[config.mk]
export PLATFORM = sky130hd
export DESIGN_NAME = tdp_tile_reader
export DESIGN_NICKNAME = d
export VERILOG_FILES = /design/src/rtl/tdp_tile_reader.sv
export SDC_FILE = /design/constraint.sdc
export NUM_CORES = 1
export LEC_CHECK = 0
export CORE_MARGIN = 2
export CORE_UTILIZATION = 25
export DETAILED_ROUTE_END_ITERATION = 8
export SLEW_MARGIN = 20
export SYNTH_ARGS = -nofsm -noshare
export SYNTH_HDL_FRONTEND = slang
export SYNTH_SLANG_ARGS = --single-unit
[constraint.sdc]
create_clock -name clk -period 6.9 [get_ports clk]
set_input_delay 1.38 -clock clk [delete_from_list [all_inputs] [get_ports clk]]
set_output_delay 1.38 -clock clk [all_outputs]
set_load 0.005 [all_outputs]
[src/rtl/tdp_tile_reader.sv]
// tdp_tile_reader: walks a 2-D tile descriptor over buffer port B and streams the
// read words through a small FIFO. Defining BOUNDS_CHECK_EN adds an address range check.
module tdp_tile_reader #(
  parameter int DATA_W     = 16,
  parameter int ADDR_W     = 15,
  parameter int MEM_DEPTH  = 20480,
  parameter int FIFO_DEPTH = 4
) (
  input  logic              clk,
  input  logic              rst_n,
  input  logic              start,
  input  logic [ADDR_W-1:0] base_addr,
  input  logic [7:0]        row_len,
  input  logic [7:0]        num_rows,
  input  logic [ADDR_W-1:0] row_stride,
  output logic [ADDR_W-1:0] mem_addr,
  output logic              mem_ren,
  input  logic [DATA_W-1:0] mem_rdata,
  output logic              out_valid,
  input  logic              out_ready,
  output logic [DATA_W-1:0] out_data,
  output logic              out_eor,
  output logic              out_eot,
  output logic              busy,
  output logic              done,
  output logic              err
);
  localparam int PTR_W = $clog2(FIFO_DEPTH);
  localparam int CNT_W = PTR_W + 1;
  localparam int ENT_W = DATA_W + 2;

  typedef enum logic [1:0] {IDLE, ISSUE, DRAIN, FIN} state_t;
  state_t state, state_nxt;

  logic [7:0]        len_q, rows_q, col, row;
  logic [ADDR_W-1:0] stride_q, row_ptr, addr_q, issue_addr;
  logic [PTR_W-1:0]  wr_ptr, rd_ptr;
  logic [CNT_W-1:0]  count;
  logic [ENT_W-1:0]  fifo_mem [FIFO_DEPTH];
  logic              can_issue, oob, push, pop, last_col, last_row;

  // Issue is gated only by the registered FIFO count, keeping out_ready off the address path.
  assign can_issue = (state == ISSUE) && (count < CNT_W'(FIFO_DEPTH));
  assign last_col  = (col == len_q - 8'd1);
  assign last_row  = (row == rows_q - 8'd1);

`ifdef BOUNDS_CHECK_EN
  logic [ADDR_W:0] addr_wide;
  logic            err_q;

  assign addr_wide  = {1'b0, row_ptr} + (ADDR_W+1)'(col);
  assign issue_addr = addr_wide[ADDR_W-1:0];
  assign oob        = addr_wide >= (ADDR_W+1)'(MEM_DEPTH);

  always_ff @(posedge clk or negedge rst_n) begin
    if (!rst_n)                    err_q <= 1'b0;
    else if (state == IDLE && start) err_q <= 1'b0;
    else if (can_issue && oob)     err_q <= 1'b1;
  end

  assign err = err_q;
`else
  assign issue_addr = row_ptr + ADDR_W'(col);
  assign oob        = 1'b0;
  assign err        = 1'b0;
`endif

  assign push = can_issue && !oob;
  assign pop  = (count != '0) && out_ready;

  always_ff @(posedge clk or negedge rst_n) begin
    if (!rst_n) state <= IDLE;
    else        state <= state_nxt;
  end

  // An empty tile passes through DRAIN for one cycle so its done pulse lands two cycles after start.
  always_comb begin
    state_nxt = state;
    case (state)
      IDLE: begin
        if (start) begin
          if (row_len == 8'd0 || num_rows == 8'd0) state_nxt = DRAIN;
          else                                     state_nxt = ISSUE;
        end
      end
      ISSUE: begin
        if (can_issue && oob)                    state_nxt = DRAIN;
        else if (push && last_col && last_row)   state_nxt = DRAIN;
      end
      DRAIN: begin
        if (count == '0 || (count == CNT_W'(1) && pop)) state_nxt = FIN;
      end
      FIN:     state_nxt = IDLE;
      default: state_nxt = IDLE;
    endcase
  end

  always_ff @(posedge clk or negedge rst_n) begin
    if (!rst_n) begin
      len_q    <= '0;
      rows_q   <= '0;
      stride_q <= '0;
      row_ptr  <= '0;
      col      <= '0;
      row      <= '0;
      addr_q   <= '0;
    end else if (state == IDLE && start) begin
      len_q    <= row_len;
      rows_q   <= num_rows;
      stride_q <= row_stride;
      row_ptr  <= base_addr;
      col      <= '0;
      row      <= '0;
    end else if (push) begin
      addr_q <= issue_addr;
      if (last_col) begin
        col     <= '0;
        row     <= row + 8'd1;
        row_ptr <= row_ptr + stride_q;
      end else begin
        col <= col + 8'd1;
      end
    end
  end

  always_ff @(posedge clk or negedge rst_n) begin
    if (!rst_n) begin
      wr_ptr <= '0;
      rd_ptr <= '0;
      count  <= '0;
    end else begin
      if (push) wr_ptr <= wr_ptr + PTR_W'(1);
      if (pop)  rd_ptr <= rd_ptr + PTR_W'(1);
      case ({push, pop})
        2'b10:   count <= count + CNT_W'(1);
        2'b01:   count <= count - CNT_W'(1);
        default: count <= count;
      endcase
    end
  end

  always_ff @(posedge clk) begin
    if (push) fifo_mem[wr_ptr] <= {mem_rdata, last_col, last_col && last_row};
  end

  // Head fields are forced to zero while empty so the stream reads clean after reset.
  assign out_valid                    = (count != '0);
  assign {out_data, out_eor, out_eot} = out_valid ? fifo_mem[rd_ptr] : '0;
  assign mem_ren                      = push;
  assign mem_addr                     = push ? issue_addr : addr_q;
  assign busy                         = (state != IDLE);
  assign done                         = (state == FIN);
endmodule

==> out/metrics.cfg <==
[status]
outcome=finished, final reports clean

[finish]
instances_no_fill=1341
fin_nets=988
fill_cells=3451
drive_gt1_share_pct=8.287
area_delta_synth_final_pct=24.03
antenna_cells=0

[drt]
wire_per_inst_um=14.97
firstDrtPassIters=4
routed_wl_um=20080
vias=6024
antenna_left=0
drc=0
drt_iter0_markers=399
viasPerCell=4.492

[yosys]
synthAdderAreaFrac_pct=6.409
synth-simple-area-share_pct=17.56
ys.flop_type=dfrtp_1
async_flop_share_pct=54.43
synth-seq-cells=158
ys_seq_area_share_pct=51.15
synth_mux_area_share_pct=6.127
synth_top_family_by_area=simple AND/OR/NAND/NOR gates
yosys.area_share.xor_xnor_pct=4.881
synth_compound_area_share_pct=10.83
netlist_area_um2=8434
syn_area_per_cell_um2=10.68
synth.distinct_cells=68
synth_edf_count=72
synth_cells=790
syn_nets=898
yosysWarningCount=0

[grt]
grt_max_degree=62
grt_overflow_total=0
grt_pass1_wl_um=32790
grt_use_total_pct=11.79
grt_antenna_before_repair=0
grt_pass1_vias=6096

[die]
rows=67
io_pins=104
start_util_pct=25.28
die_x_um=187.7
dieArea_um2=35220
coreArea_um2=33360
fp.dieH_um=187.7

[critical_path]
cpPeakStageDelay_ns=0.52
r2r_cells=9
cp.arrival_ns=3.66
critPathBufInv=2
r2r_end=row_ptr[14]$_DFFE_PN0P_
crit_top_cell=o21ai_0
reg2reg_from=len_q[0]$_DFFE_PN0P_
endpoint_kind=primary output
startpoint_type=register
cp_data_required_time_ns=5.52
r2r_slack_ns=3.71
path_class=reg2out
path_cells=ha_1 > inv_1 > fa_1 > nor2b_1 > o21ai_0 > a21boi_0 > o221ai_1 > nor3b_1 > xnor2_1 > o21ai_0 > clkdlybuf4s50_1
cpMaxStageDelayCell=clkdlybuf4s50_1
crit_fanout=5
crit_family=compound AO/OA/AOI/OAI gates

[clock_tree]
postCtsHoldBufs=0
worstSkewPairLatency_ns=0.43
htreeDepth=4
clock_sinks=158
ctsResizeCount=0
root_buffer=clkbuf_16
clockBufferDepth=2
postCtsSetupRepairBufs=0
cts_tree=yes
cts_made_buffers=17
path_clk_slew_ns=0.07

[sta]
skew_ns=0.01183
worstMarginPinSlew_ns=0.9898
drv_slew=0
report.final.setup_viol=0
finalSetupTns_ns=0
finalHoldViolations=0
fmax_ghz=0.1985
maxSlewHeadroom_pct=34.01
rsz0062_at_grt=false
period_share_pct=73.03
min_period_ns=5.039

[pwr]
power_density_nw_per_um2=446.4
power_frac_comb_pct=47.5
power_frac_seq_pct=32.1
clkPwrFrac_pct=20.4
p_leak_nw=4.170
swShare_pct=38.79
ir_drop_uv=175.1
p_int_mw=2.858
p_switching_mw=1.812

[placed_design]
gp_congestion=0.8289
hpwl_um=14080
dp.cells=1309
portBuffers=102

[min_path]
hold-path-cell-count=2
hp-class=reg2reg
hold_path_startpoint=addr_q[7]$_DFFE_PN0N_
worst_hold_path.endpoint=addr_q[7]$_DFFE_PN0N_

[job]
maxCapViolCount=0

## flip-flops by register name, summed over array words and instances (netlist names), 3 cells and up
register / flops
addr_q: 15
col: 8
count: 3
fifo_mem: 72
len_q: 8
row: 8
row_ptr: 15
rows_q: 8
stride_q: 15
## worst reg2reg max path: cells and delay by family, from the launching register on
kind,cells,cell delay [ns]
flops,1,0.51
compound gates,3,0.60
fa+ha+maj,1,0.32
xor+xnor,1,0.16
simple gates,3,1.43
buf+inv,1,0.10
## power groups by stage
| stage | logic (mW) | clock network (mW) | registers, mW |
|---|---|---|---|
| 2_1_floorplan | 1.58 | 0 | 1.40 |
| 3_3_place_gp | 2.21 | 0 | 1.51 |
| 3_5_place_dp | 2.23 | 0 | 1.52 |
| 4_1_cts | 2.25 | 0.977 | 1.50 |
| 5_1_grt | 2.50 | 1.02 | 1.54 |
| 6_report | 2.22 | 0.953 | 1.50 |
## logic make-up after synthesis
group | count (synthesis)
compound gates | 147
other cells | 1
simple gates | 309
xor+xnor | 47
mux | 28
buf+inv | 58
fa+ha+maj | 42
flops | 158
## synth_stat cells, types with 7 or more instances
| library cell | instances | share of area (%) |
|---|---|---|
| o21ai_0 | 55 | 3.3 |
| and2_1 | 28 | 2.1 |
| clkbuf_1 | 26 | 1.2 |
| nor2_1 | 38 | 1.7 |
| edfxtp_1 | 72 | 26 |
| nand2b_1 | 11 | 0.82 |
| inv_1 | 23 | 1.0 |
| nor3_1 | 10 | 0.59 |
| xor2_1 | 19 | 2.0 |
| nor4_1 | 7 | 0.52 |
| xnor2_1 | 28 | 2.9 |
| ha_1 | 40 | 5.9 |
| dfrtp_1 | 86 | 26 |
| o21a_1 | 7 | 0.62 |
| nand3_1 | 13 | 0.77 |
| a31oi_1 | 23 | 1.7 |
| a21o_1 | 9 | 0.80 |
| a21oi_1 | 21 | 1.2 |
| nand2_1 | 159 | 7.1 |
| mux4_2 | 18 | 4.8 |
## placed cells by master (no fill, tap or decap), drive strengths merged, types with 9 or more instances in the layout
cell           netlist  layout
nand3               14      14
ha                  40      40
a21o                 9       9
dfrtp               86      86
clkbuf              26      18
clkdlybuf4s50        0     101
and2                28      28
nand2              159     159
mux4                18      18
inv                 23      32
nor2                39      39
xnor2               28      28
nand2b              11      11
xor2                19      19
a31oi               23      23
a21oi               22      22
o21ai               59      59
edfxtp              72      72
nor3                12      12
## routing by layer
layer	GRT usage, %	vias up	share of wire [%]
li1	-	2987	-
met1	15.05	2905	46
met2	19.87	112	49
met3	2.770	20	3.6
met4	3.452	0	1.6
met5	0	-	0
## through the flow
step	util, %	area (um2)	power [mW]	hold WS (ns)	setup slack [ns]
after detailed placement	29.61	9881	3.752	0.4734	2.322
after floorplan	-	8434	2.982	0.4497	3.293
final	31.35	10460	4.670	0.4808	1.861
after CTS	31.35	10460	4.727	0.4896	1.847
after global placement	29.61	9881	3.718	0.4617	2.392
after global routing	31.35	10460	5.062	0.5187	1.571
## how the worst max path moves through the flow
stage | depth (start not counted) | from | end
final | 11 | col[0]$_DFFE_PN0P_ | mem_addr[14]
after global placement | 11 | col[0]$_DFFE_PN0P_ | mem_addr[12]
after global routing | 11 | col[0]$_DFFE_PN0P_ | mem_addr[12]
after detailed placement | 11 | col[0]$_DFFE_PN0P_ | mem_addr[14]
after floorplan | 10 | col[0]$_DFFE_PN0P_ | mem_addr[14]
after CTS | 11 | col[0]$_DFFE_PN0P_ | mem_addr[14]
## layout make-up
type                       instances  area (um2)  share of cell area (%)
inverter                          23       86.33                  0.8253
timing repair buffer             106        1049                   10.02
clock inverter                    14       151.4                   1.447
multi-input combinational        574        3871                   37.01
sequential                       158        4314                   41.24
clock buffer                      18       429.2                   4.102
tap                              448       560.5                   5.358
(Power assumes the default switching activity.)
